File: src/rtl/custom_leds_pkg.sv
// Shared definitions for the custom LED Avalon-MM responder:
// the LED mode encoding, register addresses and CTRL field positions.
package custom_leds_pkg;

  typedef enum logic [1:0] {
    MODE_STATIC = 2'b00,
    MODE_BLINK  = 2'b01,
    MODE_ROTATE = 2'b10,
    MODE_PWM    = 2'b11
  } led_mode_e;

  localparam logic ADDR_DATA = 1'b0;
  localparam logic ADDR_CTRL = 1'b1;

  localparam int CTRL_MODE_LSB = 0;
  localparam int CTRL_MODE_MSB = 1;
  localparam int CTRL_DUTY_LSB = 8;
  localparam int CTRL_DUTY_MSB = 15;
  localparam int CTRL_RATE_LSB = 16;
  localparam int CTRL_RATE_MSB = 31;

  localparam int DATA_LSB = 0;
  localparam int DATA_MSB = 7;

endpackage

File: src/rtl/custom_leds_avs_tick_gen.sv
// Prescaler for the LED pattern engine: counts 0..rate and pulses tick for
// one clock when the count reaches rate, giving a tick period of rate+1.
module led_tick_gen
  import custom_leds_pkg::*;
#(
  parameter int RATE_WIDTH = 16
) (
  input  logic                  clk,
  input  logic                  reset,
  input  logic                  clear,
  input  logic [RATE_WIDTH-1:0] rate,
  output logic                  tick
);

  logic [RATE_WIDTH-1:0] cnt_q;
  logic [RATE_WIDTH-1:0] cnt_d;

  // A clear cycle never ticks, so a CTRL write restarts the period cleanly.
  always_comb begin
    tick  = 1'b0;
    cnt_d = cnt_q + 1'b1;
    if (clear) begin
      cnt_d = '0;
    end else if (cnt_q >= rate) begin
      tick  = 1'b1;
      cnt_d = '0;
    end
  end

  always_ff @(posedge clk) begin
    if (reset) begin
      cnt_q <= '0;
    end else begin
      cnt_q <= cnt_d;
    end
  end

endmodule

File: src/rtl/custom_leds_avs.sv
// Avalon-MM responder with DATA and CTRL registers that drives an 8-bit LED
// pattern in static, blink, rotate or PWM-dim mode.
module custom_leds_avs
  import custom_leds_pkg::*;
#(
  parameter int LED_WIDTH  = 8,
  parameter int RATE_WIDTH = 16
) (
  input  logic                 clk,
  input  logic                 reset,
  input  logic                 avs_s0_address,
  input  logic                 avs_s0_read,
  output logic [31:0]          avs_s0_readdata,
  input  logic                 avs_s0_write,
  input  logic [31:0]          avs_s0_writedata,
  output logic [LED_WIDTH-1:0] leds
);

  logic [LED_WIDTH-1:0]  data_q, data_d;
  led_mode_e             mode_q, mode_d;
  logic [7:0]            duty_q, duty_d;
  logic [RATE_WIDTH-1:0] rate_q, rate_d;
  logic                  phase_q, phase_d;
  logic [LED_WIDTH-1:0]  rot_q, rot_d;
  logic [7:0]            pwm_cnt_q, pwm_cnt_d;
  logic [LED_WIDTH-1:0]  leds_q, leds_d;
  logic [31:0]           readdata_q, readdata_d;

  logic wr_data;
  logic wr_ctrl;
  logic tick;
  logic unused_wdata;

  assign wr_data      = avs_s0_write && (avs_s0_address == ADDR_DATA);
  assign wr_ctrl      = avs_s0_write && (avs_s0_address == ADDR_CTRL);
  assign unused_wdata = ^avs_s0_writedata[CTRL_DUTY_LSB-1:CTRL_MODE_MSB+1];

  led_tick_gen #(
    .RATE_WIDTH(RATE_WIDTH)
  ) u_tick_gen (
    .clk   (clk),
    .reset (reset),
    .clear (wr_ctrl),
    .rate  (rate_q),
    .tick  (tick)
  );

  always_comb begin
    data_d    = data_q;
    mode_d    = mode_q;
    duty_d    = duty_q;
    rate_d    = rate_q;
    phase_d   = phase_q;
    rot_d     = rot_q;
    pwm_cnt_d = pwm_cnt_q + 8'd1;

    if (wr_data) begin
      data_d = avs_s0_writedata[DATA_MSB:DATA_LSB];
    end
    if (wr_ctrl) begin
      mode_d = led_mode_e'(avs_s0_writedata[CTRL_MODE_MSB:CTRL_MODE_LSB]);
      duty_d = avs_s0_writedata[CTRL_DUTY_MSB:CTRL_DUTY_LSB];
      rate_d = avs_s0_writedata[CTRL_RATE_LSB +: RATE_WIDTH];
    end

    if (wr_ctrl) begin
      phase_d = 1'b0;
    end else if (tick) begin
      phase_d = ~phase_q;
    end

    // Any reload takes priority over a rotate step landing on the same edge.
    if (wr_ctrl) begin
      rot_d = data_q;
    end else if (wr_data) begin
      rot_d = avs_s0_writedata[DATA_MSB:DATA_LSB];
    end else if (tick && (mode_q == MODE_ROTATE)) begin
      rot_d = {rot_q[LED_WIDTH-2:0], rot_q[LED_WIDTH-1]};
    end
  end

  always_comb begin
    leds_d = '0;
    case (mode_q)
      MODE_STATIC: leds_d = data_q;
      MODE_BLINK:  leds_d = phase_q ? '0 : data_q;
      MODE_ROTATE: leds_d = rot_q;
      MODE_PWM:    leds_d = (pwm_cnt_q < duty_q) ? data_q : '0;
      default:     leds_d = '0;
    endcase
  end

  // Read data comes from pre-edge state, so a colliding write is not visible.
  always_comb begin
    readdata_d = readdata_q;
    if (avs_s0_read) begin
      readdata_d = '0;
      if (avs_s0_address == ADDR_DATA) begin
        readdata_d[DATA_MSB:DATA_LSB]                   = data_q;
        readdata_d[DATA_MSB+LED_WIDTH:DATA_LSB+LED_WIDTH] = leds_q;
      end else begin
        readdata_d[CTRL_MODE_MSB:CTRL_MODE_LSB]  = mode_q;
        readdata_d[CTRL_DUTY_MSB:CTRL_DUTY_LSB]  = duty_q;
        readdata_d[CTRL_RATE_LSB +: RATE_WIDTH]  = rate_q;
      end
    end
  end

  always_ff @(posedge clk) begin
    if (reset) begin
      data_q     <= '0;
      mode_q     <= MODE_STATIC;
      duty_q     <= '0;
      rate_q     <= '0;
      phase_q    <= 1'b0;
      rot_q      <= '0;
      pwm_cnt_q  <= '0;
      leds_q     <= '0;
      readdata_q <= '0;
    end else begin
      data_q     <= data_d;
      mode_q     <= mode_d;
      duty_q     <= duty_d;
      rate_q     <= rate_d;
      phase_q    <= phase_d;
      rot_q      <= rot_d;
      pwm_cnt_q  <= pwm_cnt_d;
      leds_q     <= leds_d;
      readdata_q <= readdata_d;
    end
  end

  assign leds            = leds_q;
  assign avs_s0_readdata = readdata_q;

endmodule
File: config.mk
export PLATFORM = sky130hd
export DESIGN_NAME = custom_leds_avs
export DESIGN_NICKNAME = d
export VERILOG_FILES = /design/src/rtl/custom_leds_pkg.sv /design/src/rtl/custom_leds_avs_tick_gen.sv /design/src/rtl/custom_leds_avs.sv
export SDC_FILE = /design/constraint.sdc
export NUM_CORES = 1
export LEC_CHECK = 0
export BUFFER_PORTS_ARGS = -buffer_cell sky130_fd_sc_hd__buf_2
export CAP_MARGIN = 40
export CORE_MARGIN = 5
export CORE_UTILIZATION = 57
export CTS_CLUSTER_DIAMETER = 40
export DETAILED_ROUTE_END_ITERATION = 7
export PLACE_DENSITY = 0.8
export RECOVER_POWER = 100
export SLEW_MARGIN = 20
export SYNTH_ARGS = -nofsm -noshare
export SYNTH_HDL_FRONTEND = slang
export SYNTH_HIERARCHICAL = 1
export SYNTH_SLANG_ARGS = --single-unit
File: constraint.sdc
create_clock -name clk -period 3.1 [get_ports clk]
set_clock_uncertainty 0.15 [all_clocks]
set_input_delay 0.155 -clock clk [delete_from_list [all_inputs] [get_ports clk]]
set_output_delay 0.155 -clock clk [all_outputs]
set_load 0.05 [all_outputs]
# ---- Yosys cells after proc, flatten, opt, wreduce, memory -nomap -nowiden
# Cells that the tools add are included.
# W data, S select, Z words.
dict set report word_totals {
  ff_bits 107
  latchBits 0
  ram_bits 0
  rom_bits 0
  out_inout_bits 40
  wordCells 38
  mem_count 0
}
dict set report classes {
  add_sub_neg 2
  mul 0
  div 0
  n_lt_le_gt_ge 2
  n_eq_ne 3
  shift 0
  muxes 12
  n_bitwise 2
  reduce_logical 7
}
# cell count
set ops {}
lappend ops {{$mux W8} 6}
lappend ops {{$pmux W8 S4} 1}
lappend ops {{$add A16 B1 Y16 const B} 1}
lappend ops {{$ge A16 B16 Y1} 1}
lappend ops {{$mux W16} 1}
lappend ops {{$add A8 B1 Y8 const B} 1}
lappend ops {{$lt A8 B8 Y1} 1}
lappend ops {{$mux W6} 1}
lappend ops {{$eq A2 B2 Y1 const B} 2}
lappend ops {{$logic_and A1 B1 Y1} 3}
lappend ops {{$reduce_bool A3 Y1} 1}
lappend ops {{$reduce_or A3 Y1} 1}
lappend ops {{$eq A2 B1 Y1 const B} 1}
lappend ops {{$logic_not A2 Y1} 1}
lappend ops {{$mux W1} 2}
lappend ops {{$mux W2} 1}
lappend ops {{$not A1 Y1} 2}
lappend ops {{$reduce_or A2 Y1} 1}

# ---- Logic depth before layout (Yosys ltp)
# Gate-level depths: netlist of run 1.
dict set report logic_depth {
  word_depth 7
  mapped_depth 12
  depth_no_buf 10
}

# ---- Modules after synthesis
# Netlist of run 1, hierarchy kept.
# mod instances cells_each area_each_um2 seq_area_each_um2
set by_module_without_submodules {}
lappend by_module_without_submodules {custom_leds_avs 1 438 3779.9 1821.7}
lappend by_module_without_submodules {led_tick_gen 1 135 1226.2 320.3}

# ---- Worst setup path after synthesis of run 1
# OpenSTA, ideal clock, no wires.
dict set report synth_timing {
  path_kind {register to register}
  from {register rate_q[15]}
  to {register rot_q[3]}
  setup_time_ns 0.128
  t_arrival_ns 2.256
  setup_slack_ns 0.567
  path_stages_with_launch 12
  n_path_buf 1
  synth_period_minus_slack_ns 2.533
  path_cell_list {dfxtp_1 inv_1 ha_1 nand4_1 or2_4 o221ai_2 o31a_1 nand2_1 o21bai_1 buf_2 mux2i_1 nor2_1}
}
dict set report synth_via {
  elab_chain_cells 5
}
# item line_no
set synth_rtl {}
lappend synth_rtl {{from (decl)} custom_leds_avs.sv:22} ;# logic [RATE_WIDTH-1:0] rate_q, rate_d;
lappend synth_rtl {{from (signal assigned)} custom_leds_avs.sv:124} ;# rate_q <= rate_d;
lappend synth_rtl {{$ge A16 B16 Y1} custom_leds_avs_tick_gen.sv:24} ;# end else if (cnt_q >= rate) begin
lappend synth_rtl {{$mux W1} custom_leds_avs_tick_gen.sv:24}
lappend synth_rtl {{$mux W1} custom_leds_avs_tick_gen.sv:22} ;# if (clear) begin
lappend synth_rtl {{net tick} custom_leds_avs.sv:31} ;# logic tick;
lappend synth_rtl {{$logic_and A1 B1 Y1} custom_leds_avs.sv:77} ;# end else if (tick && (mode_q == MODE_ROTATE)) begin
lappend synth_rtl {{$reduce_bool A3 Y1 (no line)} -}
lappend synth_rtl {{to (signal assigned)} custom_leds_avs.sv:126} ;# rot_q <= rot_d;
lappend synth_rtl {{to (decl)} custom_leds_avs.sv:24} ;# logic [LED_WIDTH-1:0] rot_q, rot_d;
# The timed path passes the listed nets, and every way through them passes these cells.
# A chain may end at the register's enable or synchronous reset.

# ---- Final worst setup path of run 1
dict set report layout_timing {
  from {register u_tick_gen.cnt_q[6]}
  to {register rot_q[4]}
}
dict set report layout_via {
  elab_chain_cells 5
}
# item line_no
set layout_rtl {}
lappend layout_rtl {{from (decl)} custom_leds_avs_tick_gen.sv:15} ;# logic [RATE_WIDTH-1:0] cnt_q;
lappend layout_rtl {{from (signal assigned)} custom_leds_avs_tick_gen.sv:34} ;# cnt_q <= cnt_d;
lappend layout_rtl {{$ge A16 B16 Y1} custom_leds_avs_tick_gen.sv:24}
lappend layout_rtl {{$mux W1} custom_leds_avs_tick_gen.sv:24}
lappend layout_rtl {{$mux W1} custom_leds_avs_tick_gen.sv:22}
lappend layout_rtl {{net tick} custom_leds_avs.sv:31}
lappend layout_rtl {{$logic_and A1 B1 Y1} custom_leds_avs.sv:77}
lappend layout_rtl {{$reduce_bool A3 Y1 (no line)} -}
# The timed path passes the listed nets, and every way through them passes these cells.

==> impl_metrics.csv, run 1 <==
group,metric,value,unit
placed_design,port-buffer-count,76,
layout,final_util,67.7,%
layout,final_common_cell,"dfxtp_1",
drt,ant_nets,0,
worst_hold_path,whs_path_depth,7,
yosys,syn_area,5010,um^2
timing,layout_min_cycle_time,2.90,ns
worst_hold_path,holdPathEnd,"phase_q",
timing,grt_setup_unrepaired,"false",
drt,post-route-drc-count,0,
layout,design_area,5850,um^2
yosys,synth_warnings,6,
clocking,clkTransAtPathRegs,0.10,ns
yosys,seq_area_frac_synth,42.8,%
setup_path,worstRegToRegCells,10,
drt,drt_iter0_markers,214,
floorplan,start_util,58.0,%
clocking,htree_levels,3,
job,drv_cap,1,
placed_design,placed_area,5420,um^2
global_route,antenna_found_initial,0,
setup_path,crit_arrival,2.93,ns
layout,finalNetCount,728,
drt,firstDrtPassIters,5,
timing,fin_crit_sh,93.6,%
setup_path,critPathLaunchType,"flip-flop",
layout,area_growth,16.8,%
timing,hold_viol,0,
timing,final-setup-viol-count,0,
placed_design,routabilityCongestion,0.888,
floorplan,core_area,8640,um^2
clocking,numCtsBuffers,9,
layout,drive_above_1_share,10.7,%
clocking,cts.sinks,107,
power,powerDensity,466,nW/um^2
setup_path,rr_endpoint,"rot_q[4]",
yosys,synthDistinctLibCells,52,
timing,relSlewSlack,-6.63,%
clocking,cts_setup_buffers,0,
global_route,grt_max_degree,81,
global_route,grt_pass1_wl,21900,um
power,ir_drop,309,uV
power,static-leakage-power,2.21,nW
run_status,violations,"capacitance limit, slew limit",
drt,vias_per_cell,5.64,
power,power.total,2.72,mW
run_status,status,"finished with violations",
drt,vias,4389,
timing,fmax,0.345,GHz
yosys,synthCells,573,
yosys,synth_area_leaders,"dfxtp_1 (43%), a21oi_1 (6.7%), ha_1 (6.2%), nand2_1 (6.2%), mux2i_1 (5.2%)",
timing,whs,0.209,ns
setup_path,r2r-start,"u_tick_gen/cnt_q[6]",
yosys,synth_nets,635,
floorplan,die_area,10800,um^2
layout,final_cell_mix,"dfxtp_1 (107), nand2_1 (83), a21oi_1 (67), clkbuf_1 (43), nor2_1 (37)",
yosys,synth_flop_cell,"dfxtp_1",
global_route,grt_pass1_vias,4487,
timing,maxSlewViolCount,81,
floorplan,die_y,104,um
yosys,syn_avg_cell_area,8.74,um^2
global_route,gr-total-overflow,0,
drt,wl_per_cell,16.5,um
yosys,ys_ff_latch,107,
yosys,yosysTopAreaCell,"dfxtp_1",
drt,wirelength,12900,um
yosys,synth_edf_count,0,
setup_path,path_max_fanout,6,
worst_hold_path,hold_path.class,"in2reg",
yosys,netlist.area_leader.share,42.8,%
clocking,cts_buffer_depth,2,
worst_hold_path,hp-start,"avs_s0_address",
clocking,clock_latency,0.37,ns
setup_path,regToRegSetupSlack,0.20,ns
global_route,track_usage,24.1,%
setup_path,cp.required,3.13,ns
setup_path,end_kind,"flip-flop",
floorplan,rows,34,
clocking,cts_tree,"yes",
floorplan,pin_count,77,
setup_path,critPathKind,"reg2reg",
layout,antenna_cells,0,
placed_design,hpwlAfterDp,8520,um
timing,worst_slew_pin_slew,1.60,ns
yosys,synthArstFlopShare,0,%
timing,finalSetupTns,0,ns
clocking,root_buffer,"clkbuf_8",
floorplan,die_w,104,um
==> Yosys cell counts (13+ instances only) <==
cell type  count
dfxtp_1      107
nand2_1       83
a21oi_1       67
nor2_1        37
inv_1         27
mux2i_1       26
ha_1          25
nand2b_1      25
nand3_1       23
nor4_1        17
clkbuf_1      13
==> metal layers <==
layer	vias to the layer above	GRT usage [%]	share of wire [%]
met3	26	3.73	4.2
met2	125	44.0	53
met5	-	0	0
li1	2161	-	-
met4	0	8.70	2.4
met1	2077	28.4	40
==> stage by stage <==
| step | setup WS (ns) | instances |
|---|---|---|
| CTS | 0.199 | 778 |
| global placement | 0.127 | 729 |
| floorplan | 0.567 | 573 |
| detailed placement | 0.244 | 730 |
| global route | 0.0769 | 778 |
| finish | 0.198 | 778 |
==> final cells by class <==
type	count	area, um^2
sequential	107	2140
timing repair buffer	118	717
tap	108	135
multi-input combinational	402	2550
inverter	28	105
fill	737	2790
clock buffer	11	151
clock inverter	4	50.0
==> timing repair <==
item | CTS | global route
hold endpoints to repair | 35 | 0
endpoints found under the setup margin | 0 | 3
hold buffers | 33 | 0
resized for setup | 0 | 1
==> how the worst max path moves through the flow <==
stage / startpoint / to / cells after the start
after floorplan: rate_q[15] / rot_q[3] / 11
after global placement: rate_q[15] / rot_q[6] / 10
after detailed placement: u_tick_gen/cnt_q[6] / rot_q[4] / 10
after CTS: u_tick_gen/cnt_q[6] / rot_q[4] / 10
after global routing: u_tick_gen/cnt_q[6] / rot_q[2] / 10
final: u_tick_gen/cnt_q[6] / rot_q[4] / 10
==> critical path, cell delays in order, from the launching register on <==
cell      delay [ns]
dfxtp_1         0.47
ha_1            0.29
and3_1          0.20
a221oi_1        0.48
o221ai_2        0.17
o31a_1          0.35
nand2_1         0.08
o21bai_2        0.11
buf_4           0.20
mux2i_1         0.15
nor2_1          0.07
==> cells by family (layout without fill, tap and decap cells) <==
group / Yosys count / count (layout) / share of synthesized area [%]
flops: 107 / 107 / 42.8
fa+ha+maj: 25 / 25 / 6.25
buf+inv: 64 / 161 / 5.52
simple gates: 221 / 221 / 22.0
xor+xnor: 19 / 19 / 3.32
mux: 26 / 26 / 5.20
compound gates: 111 / 111 / 14.9
==> sequential cells by signal (all words and copies together), names as in the netlist <==
signal / count
data_q: 8
u_tick_gen/cnt_q: 16
rot_q: 8
rate_q: 16
avs_s0_readdata: 32
pwm_cnt_q: 8
duty_q: 8
mode_q: 2
phase_q: 1
leds: 8
==> power by group <==
part	switching (mW)	internal [mW]	total [mW]
sequential	0.0461	1.42	1.47
clock	0.463	0.412	0.875
combinational	0.231	0.148	0.379
(Power assumes the default switching activity.)
==> inputs of run 2 (changes only) <==
Clock period 3.1 ns to 2.7 ns, I/O delays scaled along.
==> run 2 against run 1 <==
Compared with the run above:
- the run ends with DRC left
- register-to-register slack lost 0.09 ns
- wire length grew 1.4%
- count of clock-buffer cells in the layout shrank 1
- via count grew 2.4%
- critical path depth is the same
- clock power grew 19%
- die area is the same
==> impl_metrics.csv, run 2 (same netlist as run 1, synthesis figures left out) <==
group,metric,value,unit
global_route,antenna_found_initial,0,
power,powerDensity,525,nW/um^2
drt,drt_iter0_markers,257,
layout,drive_above_1_share,15.2,%
setup_path,end_kind,"flip-flop",
timing,finalSetupTns,0,ns
clocking,numCtsBuffers,9,
floorplan,rows,34,
timing,relSlewSlack,10.1,%
drt,wl_met3,682,um
floorplan,die_y,104,um
drt,ant_nets,0,
timing,hold_viol,0,
worst_hold_path,whs_path_depth,2,
floorplan,pin_count,77,
drt,wl_per_cell,16.3,um
placed_design,dp.cells,751,
timing,fmax,0.386,GHz
drt,vias,4493,
global_route,grt_max_degree,55,
clocking,cts.sinks,107,
power,netSwitchingPower,904,uW
setup_path,path_max_fanout,8,
floorplan,core_area,8640,um^2
drt,met1Wirelength,5170,um
layout,finalNonFillerCells,799,
drt,routed.top_layer,"met4",
run_status,status,"finished with violations",
clocking,cts_buffer_depth,2,
power,comb_power_share,14.6,%
floorplan,start_util,58.0,%
power,power.total,3.19,mW
floorplan,die_area,10800,um^2
layout,antenna_cells,0,
clocking,cts_tree,"yes",
global_route,grt_pass1_wl,21400,um
power,seqPwrFrac,52.8,%
placed_design,port-buffer-count,76,
run_status,violations,"DRC",
global_route,track_usage,23.8,%
layout,area_growth,21.4,%
layout,final_common_cell,"dfxtp_1",
setup_path,cp.required,2.81,ns
worst_hold_path,hold_path.class,"in2reg",
timing,worst_slew_pin_slew,1.35,ns
floorplan,die_w,104,um
timing,whs,0.118,ns
job,drv_cap,0,
clocking,clock_latency,0.38,ns
power,swShare,28.3,%
layout,largest_reg_flops,32,
drt,wl_met2,6980,um
power,ir_drop,286,uV
timing,fin_crit_sh,95.9,%
timing,final-setup-viol-count,0,
global_route,grt_pass1_vias,4508,
global_route,gr-total-overflow,0,
power,p_int,2.29,mW
layout,finalNetCount,748,
power,static-leakage-power,2.34,nW
power,clock_power_share,32.6,%
placed_design,hpwlAfterDp,8800,um
layout,final_cell_mix,"dfxtp_1 (102), nand2_1 (82), a21oi_1 (67), clkbuf_1 (43), nor2_1 (37)",
placed_design,routabilityCongestion,0.917,
timing,layout_min_cycle_time,2.59,ns
setup_path,crit_arrival,2.70,ns
setup_path,critPathKind,"reg2reg",
drt,firstDrtPassIters,7,
drt,vias_per_cell,5.62,
drt,wirelength,13000,um
clocking,root_buffer,"clkbuf_8",
clocking,htree_levels,3,
setup_path,worstRegToRegCells,10,
drt,post-route-drc-count,1,
clocking,clkTransAtPathRegs,0.10,ns
setup_path,critPathLaunchType,"flip-flop",
timing,maxSlewViolCount,0,
## run 2: changes by cell type in the layout (fill, tap and decap cells not counted), sizes merged
cell	change
buf	+22
clkbuf	-2
clkinv	+1
clkinvlp	-2
dlygate4sd3	-1
inv	+3
## run 2: final timing paths
kind / end / startpoint / slack (ns)
worst max-delay path: rot_q[0] / rate_q[10] / 0.11
worst min-delay path: pwm_cnt_q[3] / reset / 0.12
worst max register to register: rot_q[0] / rate_q[10] / 0.11
worst min register to register: avs_s0_readdata[4] / avs_s0_readdata[4] / 0.32
## run 2: what timing repair did
action | 4_1_cts | 5_1_grt
gates resized for setup | 3 | 10
setup endpoints to repair | 8 | 8
hold endpoints to repair | 34 | 0
pin swaps | 0 | 4
buffers inserted | 0 | 0
hold buffers | 32 | 0
## run 2: final cells by class
| type | count | area, um^2 |
|---|---|---|
| inverter | 28 | 105 |
| timing repair buffer | 138 | 867 |
| tap | 108 | 135 |
| multi-input combinational | 402 | 2620 |
| clock buffer | 10 | 138 |
| clock inverter | 6 | 70.1 |
| fill | 696 | 2560 |
| sequential | 107 | 2150 |
## run 2: power groups by stage
stage          combinational, mW  sequential (mW)  clock [mW]
2_1_floorplan              0.258             1.77           0
3_3_place_gp               0.416             1.72           0
3_5_place_dp               0.425             1.72           0
4_1_cts                    0.468             1.68        1.05
5_1_grt                    0.508             1.69        1.12
6_report                   0.467             1.69        1.04
## run 2: worst max-delay path: stages (launching register included)
cell      delay, ns
dfxtp_2        0.34
inv_1          0.05
ha_1           0.30
nand4_1        0.11
or2_4          0.29
nor4_2         0.27
o31a_1         0.22
nand2_2        0.09
o21bai_4       0.32
mux2i_1        0.27
nor2_1         0.05
## run 2: metrics by stage
step	instance area (um^2)	utilization [%]	worst slack, ns
2_1_floorplan	5010	-	0.167
3_3_place_gp	5580	64.6	-0.207
3_5_place_dp	5580	64.6	-0.257
4_1_cts	6120	70.9	0.0778
5_1_grt	6080	70.4	-0.0234
6_report	6080	70.4	0.111
## run 2: layer usage
| layer | GRT usage, % | vias up |
|---|---|---|
| met5 | 0 | - |
| met4 | 6.94 | 0 |
| met3 | 4.85 | 18 |
| met2 | 44.7 | 136 |
| met1 | 26.9 | 2136 |
| li1 | - | 2203 |
